File: config.mk
export PLATFORM = sky130hd
export DESIGN_NAME = rf_wb_arbiter_flat
export DESIGN_NICKNAME = d
export VERILOG_FILES = /design/src/rtl/rf_ctrl_pkg.sv /design/src/rtl/rf_wb_arbiter_if.sv /design/src/rtl/rf_scoreboard.sv /design/src/rtl/rf_wb_arbiter.sv /design/src/flat_wrapper.sv
export SDC_FILE = /design/constraint.sdc
export NUM_CORES = 1
export LEC_CHECK = 0
export ABC_AREA = 0
export CAP_MARGIN = 20
export CORE_UTILIZATION = 44
export CTS_CLUSTER_DIAMETER = 120
export DETAILED_ROUTE_END_ITERATION = 7
export PLACE_DENSITY = 0.95
export SETUP_SLACK_MARGIN = 0.4
export SLEW_MARGIN = 5
export SYNTH_ARGS = -nofsm -noshare
export SYNTH_HDL_FRONTEND = slang
export SYNTH_SLANG_ARGS = --single-unit
File: constraint.sdc
create_clock -name clk -period 9.9 [get_ports clk]
set_clock_uncertainty 0.2 [all_clocks]
set_input_delay 1.98 -clock clk [delete_from_list [all_inputs] [get_ports clk]]
set_output_delay 1.98 -clock clk [all_outputs]
set_load 0.01 [all_outputs]
File: src/rtl/rf_ctrl_pkg.sv
// Shared constants and types for the register-file writeback control slice.
package rf_ctrl_pkg;
  localparam int REG_AW           = 5;
  localparam int XLEN             = 32;
  localparam int NREGS            = 1 << REG_AW;
  localparam int STARVE_LIMIT_DEF = 3;
  localparam int LONG_MAX_DEF     = 4;
  localparam int LCNT_W           = 3;

  // Which source owns the register-file write port this cycle.
  typedef enum logic [1:0] {SRC_NONE, SRC_PIPE, SRC_LONG} wb_src_e;

  function automatic logic [NREGS-1:0] reg_onehot(input logic [REG_AW-1:0] a);
    reg_onehot    = '0;
    reg_onehot[a] = 1'b1;
  endfunction
endpackage

File: src/rtl/rf_wb_arbiter_if.sv
// Issue, writeback and register-file port bundle of the writeback arbiter.
interface rf_wb_arbiter_if;
  import rf_ctrl_pkg::*;

  logic              iss_valid;
  logic              iss_long;
  logic [REG_AW-1:0] iss_rd;
  logic [REG_AW-1:0] iss_rs1;
  logic [REG_AW-1:0] iss_rs2;
  logic              iss_use_rs1;
  logic              iss_use_rs2;
  logic              iss_stall;

  logic              wb0_valid;
  logic [REG_AW-1:0] wb0_wa;
  logic [XLEN-1:0]   wb0_wd;

  logic              wb1_valid;
  logic [REG_AW-1:0] wb1_wa;
  logic [XLEN-1:0]   wb1_wd;
  logic              wb1_ready;

  logic              rf_we;
  logic [REG_AW-1:0] rf_wa;
  logic [XLEN-1:0]   rf_wd;

  logic              pipe_hold;
  logic [NREGS-1:0]  busy_vec;
  logic [LCNT_W-1:0] long_cnt;

  // Arbiter side.
  modport slave (
    input  iss_valid, iss_long, iss_rd, iss_rs1, iss_rs2, iss_use_rs1, iss_use_rs2,
    input  wb0_valid, wb0_wa, wb0_wd,
    input  wb1_valid, wb1_wa, wb1_wd,
    output iss_stall, wb1_ready, rf_we, rf_wa, rf_wd, pipe_hold, busy_vec, long_cnt
  );

  // Pipe / long-unit / register-file side.
  modport master (
    output iss_valid, iss_long, iss_rd, iss_rs1, iss_rs2, iss_use_rs1, iss_use_rs2,
    output wb0_valid, wb0_wa, wb0_wd,
    output wb1_valid, wb1_wa, wb1_wd,
    input  iss_stall, wb1_ready, rf_we, rf_wa, rf_wd, pipe_hold, busy_vec, long_cnt
  );
endinterface

File: src/rtl/rf_scoreboard.sv
// Busy-register scoreboard, long-op in-flight count and issue stall decision.
module rf_scoreboard
  import rf_ctrl_pkg::*;
#(
  parameter int LONG_MAX = LONG_MAX_DEF
) (
  input  logic              clk,
  input  logic              rstn,
  input  logic              iss_valid,
  input  logic              iss_long,
  input  logic [REG_AW-1:0] iss_rd,
  input  logic [REG_AW-1:0] iss_rs1,
  input  logic [REG_AW-1:0] iss_rs2,
  input  logic              iss_use_rs1,
  input  logic              iss_use_rs2,
  input  logic              wb1_grant,
  input  logic [REG_AW-1:0] wb1_wa,
  output logic              iss_stall,
  output logic [NREGS-1:0]  busy_vec,
  output logic [LCNT_W-1:0] long_cnt
);
  logic [NREGS-1:0]  busy_q, busy_d, clr_mask, set_mask, eff_busy;
  logic [LCNT_W-1:0] cnt_q, cnt_d;
  logic              raw, waw, full, long_fire, dec;

  // Hazard detection against the busy vector with the same-cycle long writeback
  // already retired, since the register file bypasses that write to the reader.
  always_comb begin
    clr_mask  = wb1_grant ? reg_onehot(wb1_wa) : '0;
    eff_busy  = busy_q & ~clr_mask;
    raw       = (iss_use_rs1 & eff_busy[iss_rs1]) | (iss_use_rs2 & eff_busy[iss_rs2]);
    waw       = eff_busy[iss_rd];
    full      = iss_long & (cnt_q == LCNT_W'(LONG_MAX)) & ~wb1_grant;
    iss_stall = iss_valid & (raw | waw | full);
    long_fire = iss_valid & ~iss_stall & iss_long;
  end

  // Next scoreboard state; a new long op to the register being retired wins.
  always_comb begin
    set_mask  = (long_fire && iss_rd != '0) ? reg_onehot(iss_rd) : '0;
    busy_d    = (busy_q & ~clr_mask) | set_mask;
    busy_d[0] = 1'b0;
    dec       = wb1_grant & (cnt_q != '0);
    cnt_d     = cnt_q;
    if (long_fire && !dec)      cnt_d = cnt_q + 1'b1;
    else if (!long_fire && dec) cnt_d = cnt_q - 1'b1;
  end

  // Scoreboard state register.
  always_ff @(posedge clk or negedge rstn) begin
    if (!rstn) begin
      busy_q <= '0;
      cnt_q  <= '0;
    end else begin
      busy_q <= busy_d;
      cnt_q  <= cnt_d;
    end
  end

  assign busy_vec = busy_q;
  assign long_cnt = cnt_q;

  // A long writeback with nothing in flight means the long unit is out of step.
  ap_no_orphan_wb1: assert property (@(posedge clk) disable iff (!rstn)
    !(wb1_grant && cnt_q == '0));
endmodule

File: src/rtl/rf_wb_arbiter.sv
// Two-source register-file writeback arbiter: pipe has priority, the long unit
// is protected from starvation by a one-cycle registered pipe hold.
module rf_wb_arbiter
  import rf_ctrl_pkg::*;
#(
  parameter int STARVE_LIMIT = STARVE_LIMIT_DEF,
  parameter int LONG_MAX     = LONG_MAX_DEF
) (
  input  logic            clk,
  input  logic            rstn,
  rf_wb_arbiter_if.slave  bus
);
  localparam int SCW = $clog2(STARVE_LIMIT + 1);

  logic           wb1_grant, starving, hold_q, hold_d;
  logic [SCW-1:0] starve_cnt, starve_d;
  wb_src_e        src;

  assign bus.wb1_ready = ~bus.wb0_valid;
  assign wb1_grant     = bus.wb1_valid & ~bus.wb0_valid;
  assign starving      = bus.wb1_valid & bus.wb0_valid;

  // Source select: pipe whenever valid, otherwise a ready long writeback.
  always_comb begin
    src = SRC_NONE;
    if (bus.wb0_valid) src = SRC_PIPE;
    else if (wb1_grant) src = SRC_LONG;
  end

  // Register-file write port; x0 writes are suppressed.
  always_comb begin
    bus.rf_we = 1'b0;
    bus.rf_wa = '0;
    bus.rf_wd = '0;
    case (src)
      SRC_PIPE: begin
        bus.rf_we = (bus.wb0_wa != '0);
        bus.rf_wa = bus.wb0_wa;
        bus.rf_wd = bus.wb0_wd;
      end
      SRC_LONG: begin
        bus.rf_we = (bus.wb1_wa != '0);
        bus.rf_wa = bus.wb1_wa;
        bus.rf_wd = bus.wb1_wd;
      end
      default: ;
    endcase
  end

  // Starvation count saturates; hold is raised on the edge where the count
  // reaches the limit and dropped again after exactly one cycle.
  always_comb begin
    starve_d = starve_cnt;
    if (!bus.wb1_valid || wb1_grant)                 starve_d = '0;
    else if (starve_cnt != SCW'(STARVE_LIMIT))       starve_d = starve_cnt + 1'b1;
    hold_d = ~hold_q & starving & (starve_cnt >= SCW'(STARVE_LIMIT - 1));
  end

  // Starvation state register.
  always_ff @(posedge clk or negedge rstn) begin
    if (!rstn) begin
      starve_cnt <= '0;
      hold_q     <= 1'b0;
    end else begin
      starve_cnt <= starve_d;
      hold_q     <= hold_d;
    end
  end

  assign bus.pipe_hold = hold_q;

  // The pipe must honour the hold; if it does not, it still wins the port.
  ap_hold_honoured: assert property (@(posedge clk) disable iff (!rstn)
    !(hold_q && bus.wb0_valid));

  rf_scoreboard #(.LONG_MAX(LONG_MAX)) u_sb (
    .clk         (clk),
    .rstn        (rstn),
    .iss_valid   (bus.iss_valid),
    .iss_long    (bus.iss_long),
    .iss_rd      (bus.iss_rd),
    .iss_rs1     (bus.iss_rs1),
    .iss_rs2     (bus.iss_rs2),
    .iss_use_rs1 (bus.iss_use_rs1),
    .iss_use_rs2 (bus.iss_use_rs2),
    .wb1_grant   (wb1_grant),
    .wb1_wa      (bus.wb1_wa),
    .iss_stall   (bus.iss_stall),
    .busy_vec    (bus.busy_vec),
    .long_cnt    (bus.long_cnt)
  );
endmodule

File: src/flat_wrapper.sv
// flat-port wrapper written by rule: the top's interface ports become plain ports
module rf_wb_arbiter_flat import rf_ctrl_pkg::*;
#(
  parameter int STARVE_LIMIT = STARVE_LIMIT_DEF,
  parameter int LONG_MAX     = LONG_MAX_DEF
)
  (clk, rstn, bus_iss_valid, bus_iss_long, bus_iss_rd, bus_iss_rs1, bus_iss_rs2, bus_iss_use_rs1, bus_iss_use_rs2, bus_wb0_valid, bus_wb0_wa, bus_wb0_wd, bus_wb1_valid, bus_wb1_wa, bus_wb1_wd, bus_iss_stall, bus_wb1_ready, bus_rf_we, bus_rf_wa, bus_rf_wd, bus_pipe_hold, bus_busy_vec, bus_long_cnt);
  rf_wb_arbiter_if bus_i ();
  input  logic clk;
  input  logic rstn;
  input wire logic [$bits(bus_i.iss_valid)-1:0] bus_iss_valid;
  input wire logic [$bits(bus_i.iss_long)-1:0] bus_iss_long;
  input wire logic [$bits(bus_i.iss_rd)-1:0] bus_iss_rd;
  input wire logic [$bits(bus_i.iss_rs1)-1:0] bus_iss_rs1;
  input wire logic [$bits(bus_i.iss_rs2)-1:0] bus_iss_rs2;
  input wire logic [$bits(bus_i.iss_use_rs1)-1:0] bus_iss_use_rs1;
  input wire logic [$bits(bus_i.iss_use_rs2)-1:0] bus_iss_use_rs2;
  input wire logic [$bits(bus_i.wb0_valid)-1:0] bus_wb0_valid;
  input wire logic [$bits(bus_i.wb0_wa)-1:0] bus_wb0_wa;
  input wire logic [$bits(bus_i.wb0_wd)-1:0] bus_wb0_wd;
  input wire logic [$bits(bus_i.wb1_valid)-1:0] bus_wb1_valid;
  input wire logic [$bits(bus_i.wb1_wa)-1:0] bus_wb1_wa;
  input wire logic [$bits(bus_i.wb1_wd)-1:0] bus_wb1_wd;
  output wire logic [$bits(bus_i.iss_stall)-1:0] bus_iss_stall;
  output wire logic [$bits(bus_i.wb1_ready)-1:0] bus_wb1_ready;
  output wire logic [$bits(bus_i.rf_we)-1:0] bus_rf_we;
  output wire logic [$bits(bus_i.rf_wa)-1:0] bus_rf_wa;
  output wire logic [$bits(bus_i.rf_wd)-1:0] bus_rf_wd;
  output wire logic [$bits(bus_i.pipe_hold)-1:0] bus_pipe_hold;
  output wire logic [$bits(bus_i.busy_vec)-1:0] bus_busy_vec;
  output wire logic [$bits(bus_i.long_cnt)-1:0] bus_long_cnt;
  assign bus_i.iss_valid = bus_iss_valid;
  assign bus_i.iss_long = bus_iss_long;
  assign bus_i.iss_rd = bus_iss_rd;
  assign bus_i.iss_rs1 = bus_iss_rs1;
  assign bus_i.iss_rs2 = bus_iss_rs2;
  assign bus_i.iss_use_rs1 = bus_iss_use_rs1;
  assign bus_i.iss_use_rs2 = bus_iss_use_rs2;
  assign bus_i.wb0_valid = bus_wb0_valid;
  assign bus_i.wb0_wa = bus_wb0_wa;
  assign bus_i.wb0_wd = bus_wb0_wd;
  assign bus_i.wb1_valid = bus_wb1_valid;
  assign bus_i.wb1_wa = bus_wb1_wa;
  assign bus_i.wb1_wd = bus_wb1_wd;
  assign bus_iss_stall = bus_i.iss_stall;
  assign bus_wb1_ready = bus_i.wb1_ready;
  assign bus_rf_we = bus_i.rf_we;
  assign bus_rf_wa = bus_i.rf_wa;
  assign bus_rf_wd = bus_i.rf_wd;
  assign bus_pipe_hold = bus_i.pipe_hold;
  assign bus_busy_vec = bus_i.busy_vec;
  assign bus_long_cnt = bus_i.long_cnt;
  rf_wb_arbiter #(.STARVE_LIMIT(STARVE_LIMIT), .LONG_MAX(LONG_MAX)) u_core (.clk(clk), .rstn(rstn), .bus(bus_i));
endmodule
# Word level (Yosys, flattened, before mapping)

Cells that the tools add are included.
Widths: inputs -> output; s select.

Register bits after elaboration: 37
Input port bits: 97
Output and inout port bits: 76
Logic and storage cells: 76

$add $sub $neg: 3
Order comparisons: 7
Equality and inequality tests: 4
Multiplexer cells: 21
Bitwise operators: 22
Reductions and logical operators: 15

Operators with widths:

| kind                | number |
|---|---|
| $mux 32             | 2 |
| $pmux 32 s2         | 1 |
| $and 32x32->32      | 1 |
| $not 32->32         | 1 |
| $or 32x32->32       | 1 |
| $lt 5x6->1 const B  | 4 |
| $bmux 1 s5          | 3 |
| $reduce_bool 5->1   | 3 |
| $and 1x1->1         | 12 |
| $demux 1 s5         | 2 |
| $ge 5x1->1 const B  | 2 |
| $pmux 5 s2          | 1 |
| $mux 2              | 4 |
| $mux 3              | 2 |
| $logic_and 1x1->1   | 5 |
| $mux 1              | 5 |
| $not 1->1           | 4 |
| $reduce_bool 2->1   | 2 |
| $add 3x1->3 const B | 1 |
| $eq 3x3->1 const B  | 1 |
| $logic_not 1->1     | 3 |
| $or 1x1->1          | 3 |
| $reduce_bool 3->1   | 1 |
| $sub 3x1->3 const B | 1 |
| other kinds (7)     | 7 |

# Depth between registers and ports, before layout

Gate-level depths: netlist of run 1.

Word-level depth: 21
Gate-level depth with buffers: 16
Depth with buffers taken out: 13

# Modules after synthesis

Synthesis of run 1 repeated with hierarchy kept, for this count alone.

Cell total of the unflattened synthesis: 413
Area total of the unflattened synthesis: 3687.3 um2

Modules (own cells, without submodules):

| module        | times used | cells an instance | area an instance (um2) | seq. area each (um2) |
|---|---|---|---|---|
| rf_scoreboard | 1          | 347               | 3141.8                 | 850.8 |
| rf_wb_arbiter | 1          | 66                | 545.5                  | 75.1 |

# Worst setup path before layout of run 1

Ideal clock, no wire load.

Path kind: input to output
Start: input bus_wb0_valid
End: output bus_iss_stall
Arrival: 4.494 ns
Data required time: 7.720 ns
Path slack: 3.226 ns
Stages on the path: 10
Path buffers: 3
Path through: buf_6 -> or4b_4 -> buf_6 -> o2111ai_1 -> a41oi_1 -> or4_1 -> nor4_2 -> nand4b_2 -> buf_2 -> o21a_1

Cells in the longest elaborated chain, start to end: 12
Elaborated cells between the ends (all ways): 19
Classes of those cells: mux: 7; bitwise: 12

Ends and longest elaborated chain:

| item                         | line                | source |
|---|---|---|
| start: declaration           | flat_wrapper.sv:18  | `input wire logic [$bits(bus_i.wb0_valid)-1:0] bus_wb0_valid;` |
| $not 1->1 (*)                | rf_wb_arbiter.sv:20 | `assign wb1_grant = bus.wb1_valid & ~bus.wb0_valid;` |
| $and 1x1->1 (*)              | rf_wb_arbiter.sv:20 |  |
| $mux 32                      | rf_scoreboard.sv:29 | `clr_mask = wb1_grant ? reg_onehot(wb1_wa) : '0;` |
| $not 32->32                  | rf_scoreboard.sv:30 | `eff_busy = busy_q & ~clr_mask;` |
| $and 32x32->32               | rf_scoreboard.sv:30 |  |
| $bmux 1 s5                   | rf_scoreboard.sv:31 | `raw = (iss_use_rs1 & eff_busy[iss_rs1]) \| (iss_use_rs2 & eff_busy[iss_rs2]);` |
| $mux 1 (implied by the code) | rf_scoreboard.sv:31 |  |
| $and 1x1->1                  | rf_scoreboard.sv:31 |  |
| $or 1x1->1                   | rf_scoreboard.sv:31 |  |
| $or 1x1->1                   | rf_scoreboard.sv:34 | `iss_stall = iss_valid & (raw \| waw \| full);` |
| $or 1x1->1 (*)               | rf_scoreboard.sv:34 |  |
| $and 1x1->1 (*)              | rf_scoreboard.sv:34 |  |
| end: declaration             | flat_wrapper.sv:24  | `output wire logic [$bits(bus_i.iss_stall)-1:0] bus_iss_stall;` |

Every way passes the cells marked *; elsewhere a longest branch is shown, timed or not. The select of a mux whose other input is x is not followed.

# Worst setup path after layout of run 1

Start: input bus_wb1_valid
End: output bus_iss_stall

Cells in the longest elaborated chain, start to end: 11
Elaborated cells between the ends (all ways): 18
Classes of those cells: mux: 7; bitwise: 11

Ends and longest elaborated chain:

| item                         | line                | source |
|---|---|---|
| start: declaration           | flat_wrapper.sv:21  | `input wire logic [$bits(bus_i.wb1_valid)-1:0] bus_wb1_valid;` |
| $and 1x1->1 (*)              | rf_wb_arbiter.sv:20 |  |
| $mux 32                      | rf_scoreboard.sv:29 |  |
| $not 32->32                  | rf_scoreboard.sv:30 |  |
| $and 32x32->32               | rf_scoreboard.sv:30 |  |
| $bmux 1 s5                   | rf_scoreboard.sv:31 |  |
| $mux 1 (implied by the code) | rf_scoreboard.sv:31 |  |
| $and 1x1->1                  | rf_scoreboard.sv:31 |  |
| $or 1x1->1                   | rf_scoreboard.sv:31 |  |
| $or 1x1->1                   | rf_scoreboard.sv:34 |  |
| $or 1x1->1 (*)               | rf_scoreboard.sv:34 |  |
| $and 1x1->1 (*)              | rf_scoreboard.sv:34 |  |

Marked as above.

==> results.json, run 1 <==
{
  "clk_latency_ns": 0.30,
  "synth_area_per_cell_um2": 8.192,
  "syn_area_um2": 3383,
  "placed_cells": 652,
  "fillCellCount": 569,
  "async_flop_share": 1.000,
  "timing.final.crit_share": 0.8087,
  "fin_cells": 659,
  "wl_met1_um": 5529,
  "avgRoutedWirePerCell_um": 21.73,
  "first_iter_violations": 580,
  "holdPathEnd": "u_core.bus.pipe_hold",
  "cts_resized": 0,
  "yosys.cell_types.count": 57,
  "met2_length_um": 6292,
  "stdcell_area_um2": 5167,
  "min_period_ns": 8.007,
  "grt_pass1_vias": 3945,
  "grt_max_degree": 73,
  "cts_buffers": 5,
  "hold_violations": 0,
  "gr-total-overflow": 0,
  "timing.rr.end": "u_core.u_sb.long_cnt[2]",
  "synth_xor_xnor_area_share": 0.01036,
  "fin_util": 0.7049,
  "register_area_um2": 925.9,
  "antenna_cells": 0,
  "holdPathStages": 1,
  "dr_wl_met3_um": 1811,
  "dpl_cell_area_um2": 5081,
  "start_util": 0.4615,
  "synthSimpleGateAreaFrac": 0.2186,
  "syn2layout_area_growth_pct": 52.74,
  "max_freq_mhz": 124.9,
  "end_kind": "output port",
  "path_class": "in -> out",
  "syn-instance-count": 413,
  "drive_gt1_frac": 0.06429,
  "min_from": "u_core.bus.pipe_hold",
  "cap_violations": 0,
  "final_nets": 661,
  "cts_root_buf": "clkbuf_8",
  "htree_levels": 2,
  "portBuffers": 171,
  "postLayoutSetupSlackWorst_ns": 1.893,
  "synth_mux_area_frac": 0.08506,
  "synth.net_count": 514,
  "gp_congestion": 1.097,
  "worstPathMaxFanout": 34,
  "critPathArrivalTime_ns": 5.83,
  "vias": 4340,
  "die-height_um": 89.69,
  "vias_per_cell": 6.586,
  "synth_edf_count": 0,
  "synth_top_family_by_area": "compound AO/OA/AOI/OAI gates",
  "hpwl_um": 10680,
  "drc": 0,
  "cts_buffer_depth": 2,
  "multi_input_area_um2": 2238,
  "yosysSeqAreaShare": 0.2737,
  "r2r-start": "u_core.u_sb.busy_vec[5]",
  "ys_ff_latch": 37,
  "finalSetupViolations": 0,
  "ios": 173,
  "power.density_nw_per_um2": 129.7,
  "cts_setup_buffers": 0,
  "slew_violations": 0,
  "die_w_um": 89.69,
  "top_layer": "met4",
  "leakage_nw": 1.982,
  "critPathLaunchType": "input port",
  "row_count": 31,
  "synth_flop_cell": "dfrtp_1",
  "antenna_found_initial": 0,
  "r2r_slack_ns": 6.04,
  "irDropWorstVdd_mv": 0.1053,
  "dieArea_um2": 8044,
  "worstPathRequired_ns": 7.72,
  "final.setup.tns_ns": 0,
  "ant_nets": 0,
  "drt_pass1_iterations": 6,
  "cts_tree": "built",
  "hold_path.class": "reg -> reg",
  "cts.reportedPaths.clkPinSlew_ns": 0.07,
  "wl_um": 14320,
  "dp_slack_ns": 2.073,
  "grt_pass1_wl_um": 21480,
  "rr_worst_depth": 14,
  "cts_hold_buf": 0,
  "clock_sinks": 37,
  "outcome": "completed",
  "slew_headroom": 0.3219,
  "rsz0062_at_grt": "no",
  "ys_warn_count": 0,
  "core_area_um2": 7331,
  "grtUsageTotal": 0.3564,
  "synth_compound_area_frac": 0.3284,
  "synth_fa_ha_area_frac": 0.01701,
  "worst_slew_pin_slew_ns": 1.017
}
-- layer usage --
metal | up-vias | track usage
met5 | - | 0
met2 | 355 | 0.5503
met1 | 1989 | 0.4679
met4 | 0 | 0.1659
li1 | 1901 | -
met3 | 95 | 0.09232
-- cells by family after synthesis --
family / Yosys count
flops: 37
mux: 18
other cells: 1
fa+ha+maj: 4
simple gates: 148
xor+xnor: 4
buf+inv: 50
compound gates: 151
-- power breakdown --
| part | internal (mW) | leakage [nW] | switching [mW] |
|---|---|---|---|
| Clock | 0.0552 | 0.0443 | 0.0535 |
| Combinational | 0.177 | 1.45 | 0.168 |
| Sequential | 0.184 | 0.486 | 0.0324 |
| Total | 0.416 | 1.98 | 0.254 |
-- sequential cells by signal, summed over array words and instances, names as in the netlist --
register / count
u_core.u_sb.busy_vec: 31
u_core.u_sb.long_cnt: 3
u_core.starve_cnt: 2
u_core.bus.pipe_hold: 1
-- critical path, stage by stage --
cell             delay [ns]
clkdlybuf4s50_1        0.45
buf_4                  0.31
nand4bb_1              0.68
o21ai_0                0.67
o41ai_1                0.17
or4_1                  0.51
nor4_2                 0.20
nand4b_2               0.18
o21a_1                 0.20
clkdlybuf4s50_1        0.47
-- cells in the final DEF (no fill, tap or decap), types with 4 or more instances in the layout --
master / instances
a22o_1: 10
buf_4: 4
clkbuf_8: 6
clkdlybuf4s50_1: 170
clkinv_1: 4
dfrtp_1: 37
inv_1: 11
mux2_2: 6
mux2i_1: 4
mux4_2: 8
nand2_1: 68
nand3_1: 10
nand3b_1: 5
nand4_1: 5
nor2_1: 25
nor2b_1: 4
nor3_1: 6
o2111ai_1: 9
o211ai_1: 11
o21ai_0: 49
o21ai_1: 14
o41ai_1: 28
o41ai_2: 7
or4_1: 5
-- stage by stage --
stage | total power, mW | hold WS [ns]
3_3_place_gp | 0.5485 | 0.2816
5_1_grt | 0.7029 | 0.3068
2_1_floorplan | 0.3765 | 0.2791
6_report | 0.6705 | 0.2816
3_5_place_dp | 0.5546 | 0.2686
4_1_cts | 0.6655 | 0.2917
-- worst max-delay path by stage --
stage | from | to | slack (ns)
CTS | bus_wb1_valid | bus_iss_stall | 2.02
global route | bus_wb0_valid | bus_iss_stall | 1.75
detailed placement | bus_wb1_valid | bus_iss_stall | 2.07
global placement | bus_wb1_valid | bus_iss_stall | 2.09
finish | bus_wb1_valid | bus_iss_stall | 1.89
floorplan | bus_wb0_valid | bus_iss_stall | 3.23
-- final cells by class --
type                            instances  area share
Inverter                               15     0.01090
Multi-Input combinational cell        326      0.4332
Clock buffer                            7     0.01671
Tap cell                               99     0.02397
Sequential cell                        37      0.1792
Timing Repair Buffer                  175      0.3361
-- Yosys cell counts, drive strengths merged, types with 8 or more instances --
library cell | number | area [um^2]
nand2 | 68 | 255.2
o21ai | 63 | 315.3
dfrtp | 37 | 925.9
o41ai | 35 | 359.1
clkbuf | 27 | 101.4
nor2 | 25 | 93.84
inv | 11 | 41.29
o211ai | 11 | 82.58
a22o | 10 | 87.58
nand3 | 10 | 50.05
o2111ai | 9 | 78.83
buf | 8 | 65.06
mux4 | 8 | 180.2
No activity file was read; power rests on OpenSTA's default activity.
==> run 2, diff against run 1 <==
--- a/config.mk
+++ b/config.mk
@@ -7,10 +7,10 @@
 export LEC_CHECK = 0
 export ABC_AREA = 0
 export CAP_MARGIN = 20
-export CORE_UTILIZATION = 44
+export CORE_UTILIZATION = 41
 export CTS_CLUSTER_DIAMETER = 120
 export DETAILED_ROUTE_END_ITERATION = 7
-export PLACE_DENSITY = 0.95
+export PLACE_DENSITY = 0.91
 export SETUP_SLACK_MARGIN = 0.4
 export SLEW_MARGIN = 5
 export SYNTH_ARGS = -nofsm -noshare
==> constraint.sdc (replaced) <==
create_clock -name clk -period 7.8 [get_ports clk]
set_clock_uncertainty 0.2 [all_clocks]
set_input_delay 1.56 -clock clk [delete_from_list [all_inputs] [get_ports clk]]
set_output_delay 1.56 -clock clk [all_outputs]
set_load 0.01 [all_outputs]
==> run 2 against run 1 <==
- utilization down 3.8 points
- total power increased by 34%
- wire length rose by 7.0%
- die area increased by 7.1%
- count of clock-buffer cells in the layout fell by 2
==> results.json, run 2 (synthesis gave the netlist of run 1 again) <==
{
  "pwr-share-comb": 0.498,
  "clock_sinks": 37,
  "path_class": "in -> out",
  "critPathTopFamily": "simple AND/OR/NAND/NOR gates",
  "cts_buffer_depth": 2,
  "largest_reg_flops": 31,
  "cts_buffers": 5,
  "cts_resized": 0,
  "critPathLaunchType": "input port",
  "min_period_ns": 7.058,
  "clk_latency_ns": 0.31,
  "die-height_um": 92.84,
  "outcome": "completed",
  "drive_gt1_frac": 0.07434,
  "final.setup.tns_ns": 0,
  "drc": 0,
  "portBuffers": 171,
  "cts.reportedPaths.clkPinSlew_ns": 0.08,
  "worstPathMaxFanout": 12,
  "irDropWorstVdd_mv": 0.1522,
  "wl_um": 15320,
  "leakage_nw": 2.011,
  "start_util": 0.4311,
  "finalSetupViolations": 0,
  "hold_violations": 0,
  "p_int_mw": 0.5559,
  "power.density_nw_per_um2": 171.5,
  "hold_path.class": "reg -> reg",
  "worst_slew_pin_slew_ns": 0.7949,
  "timing.final.crit_share": 0.9049,
  "syn2layout_area_growth_pct": 54.59,
  "cts_setup_buffers": 0,
  "slew_violations": 0,
  "die_w_um": 92.84,
  "htree_levels": 2,
  "fillCellCount": 653,
  "hpwl_um": 11580,
  "ios": 173,
  "critPathBufInv": 2,
  "row_count": 32,
  "avgRoutedWirePerCell_um": 22.97,
  "mostFrequentLayoutCell": "clkdlybuf4s50_1",
  "path_common_cell": "clkdlybuf4s50_1",
  "vias_per_cell": 6.468,
  "placed_cells": 659,
  "grt_pass1_vias": 4089,
  "drt_pass1_iterations": 6,
  "cap_violations": 0,
  "gr-total-overflow": 0,
  "antenna_found_initial": 0,
  "ant_nets": 0,
  "switchingPower_mw": 0.3410,
  "seqPwrFrac": 0.305,
  "critPathArrivalTime_ns": 5.30,
  "cts_tree": "built",
  "slew_headroom": 0.4684,
  "r2r_slack_ns": 3.89,
  "cts_root_buf": "clkbuf_8",
  "swShare": 0.3802,
  "first_iter_violations": 406,
  "antenna_cells": 0,
  "grt_max_degree": 65,
  "rsz0062_at_grt": "no",
  "worstPathRequired_ns": 6.04,
  "fin_cells": 667,
  "layout_common_cells": "clkdlybuf4s50_1 (170), nand2_1 (68), o21ai_0 (49)",
  "core_area_um2": 7848,
  "gp_congestion": 1.097,
  "cts_hold_buf": 0,
  "final_nets": 665,
  "path_cells": "clkdlybuf4s50_1 > nand4bb_1 > o21ai_0 > nor3_1 > or4_1 > nor4_2 > nand4b_2 > o21a_1 > clkdlybuf4s50_1",
  "grt_pass1_wl_um": 23190,
  "slowest_stage": "o21ai_0",
  "dieArea_um2": 8619,
  "slowest_delay_ns": 0.66,
  "end_kind": "output port",
  "grtUsageTotal": 0.3531,
  "vias": 4314,
  "max_freq_mhz": 141.7,
  "pwr-share-clk": 0.197
}
## run 2: cell types whose count changed in the layout (fill, tap and decap cells not counted)
cell / change
clkinvlp_4: +1
clkinv_4: +1
buf_4: +4
clkbuf_8: -1
clkbuf_1: -1
bufinv_16: +1
## run 2: power groups by stage
stage	Clock [mW]	Sequential (mW)	Combinational (mW)
4_1_cts	0.179	0.273	0.440
3_5_place_dp	0	0.275	0.437
2_1_floorplan	0	0.286	0.192
5_1_grt	0.184	0.279	0.473
6_report	0.177	0.273	0.447
3_3_place_gp	0	0.275	0.431
## run 2: stage by stage
step	utilization	power (mW)	hold slack, ns	area, um^2	setup WS [ns]
floorplan	-	0.4779	0.2791	3383	1.966
global placement	0.6518	0.7064	0.2259	5115	0.9159
detailed placement	0.6518	0.7126	0.2454	5115	0.8363
CTS	0.6665	0.8923	0.2586	5230	0.8376
global route	0.6665	0.9353	0.2727	5230	0.5705
finish	0.6665	0.8969	0.2569	5230	0.7416
## run 2: area by class of cell
type                       instances  area, um^2  area share
sequential                        37       925.9      0.1770
multi-input combinational        326        2238      0.4280
timing repair buffer             179        1767      0.3378
clock buffer                       5       68.82     0.01316
clock inverter                     3       46.29    0.008852
inverter                          15       56.30     0.01077
tap                              102       127.6     0.02440
## run 2: worst register-to-register path, delay by kind of cell, from the launching register on
kind            cells  cell delay [ns]
simple gates        6             1.67
fa+ha+maj           2             0.61
flops               1             0.42
buf+inv             2             0.35
xor+xnor            2             0.32
compound gates      2             0.25
## run 2: path summary, 6_finish.rpt
kind | startpoint | to | cells after the start
worst max register to register | u_core.u_sb.busy_vec[5] | u_core.u_sb.long_cnt[2] | 14
worst min-delay path | u_core.bus.pipe_hold | u_core.bus.pipe_hold | 1
min in group asynchronous | rstn | u_core.u_sb.busy_vec[1] | 2
max in group asynchronous | rstn | u_core.u_sb.busy_vec[18] | 2
worst max-delay path | bus_wb1_wa[1] | bus_iss_stall | 9
worst min register to register | u_core.bus.pipe_hold | u_core.bus.pipe_hold | 1
## run 2: layer usage
layer	track usage	vias up	wire (um)
met5	0	-	0
met4	0.1179	0	540
met3	0.09278	53	1750
met2	0.5429	315	6823
met1	0.4788	2046	6207
li1	-	1900	-
==> run 3, diff against run 2 <==
--- a/config.mk
+++ b/config.mk
@@ -12,6 +12,7 @@
 export DETAILED_ROUTE_END_ITERATION = 7
 export PLACE_DENSITY = 0.91
 export SETUP_SLACK_MARGIN = 0.4
+export SKIP_CTS_REPAIR_TIMING = 1
 export SLEW_MARGIN = 5
 export SYNTH_ARGS = -nofsm -noshare
 export SYNTH_HDL_FRONTEND = slang
==> results of run 3 <==
No change in the layout: final DEF, timing and power equal those of run 2.
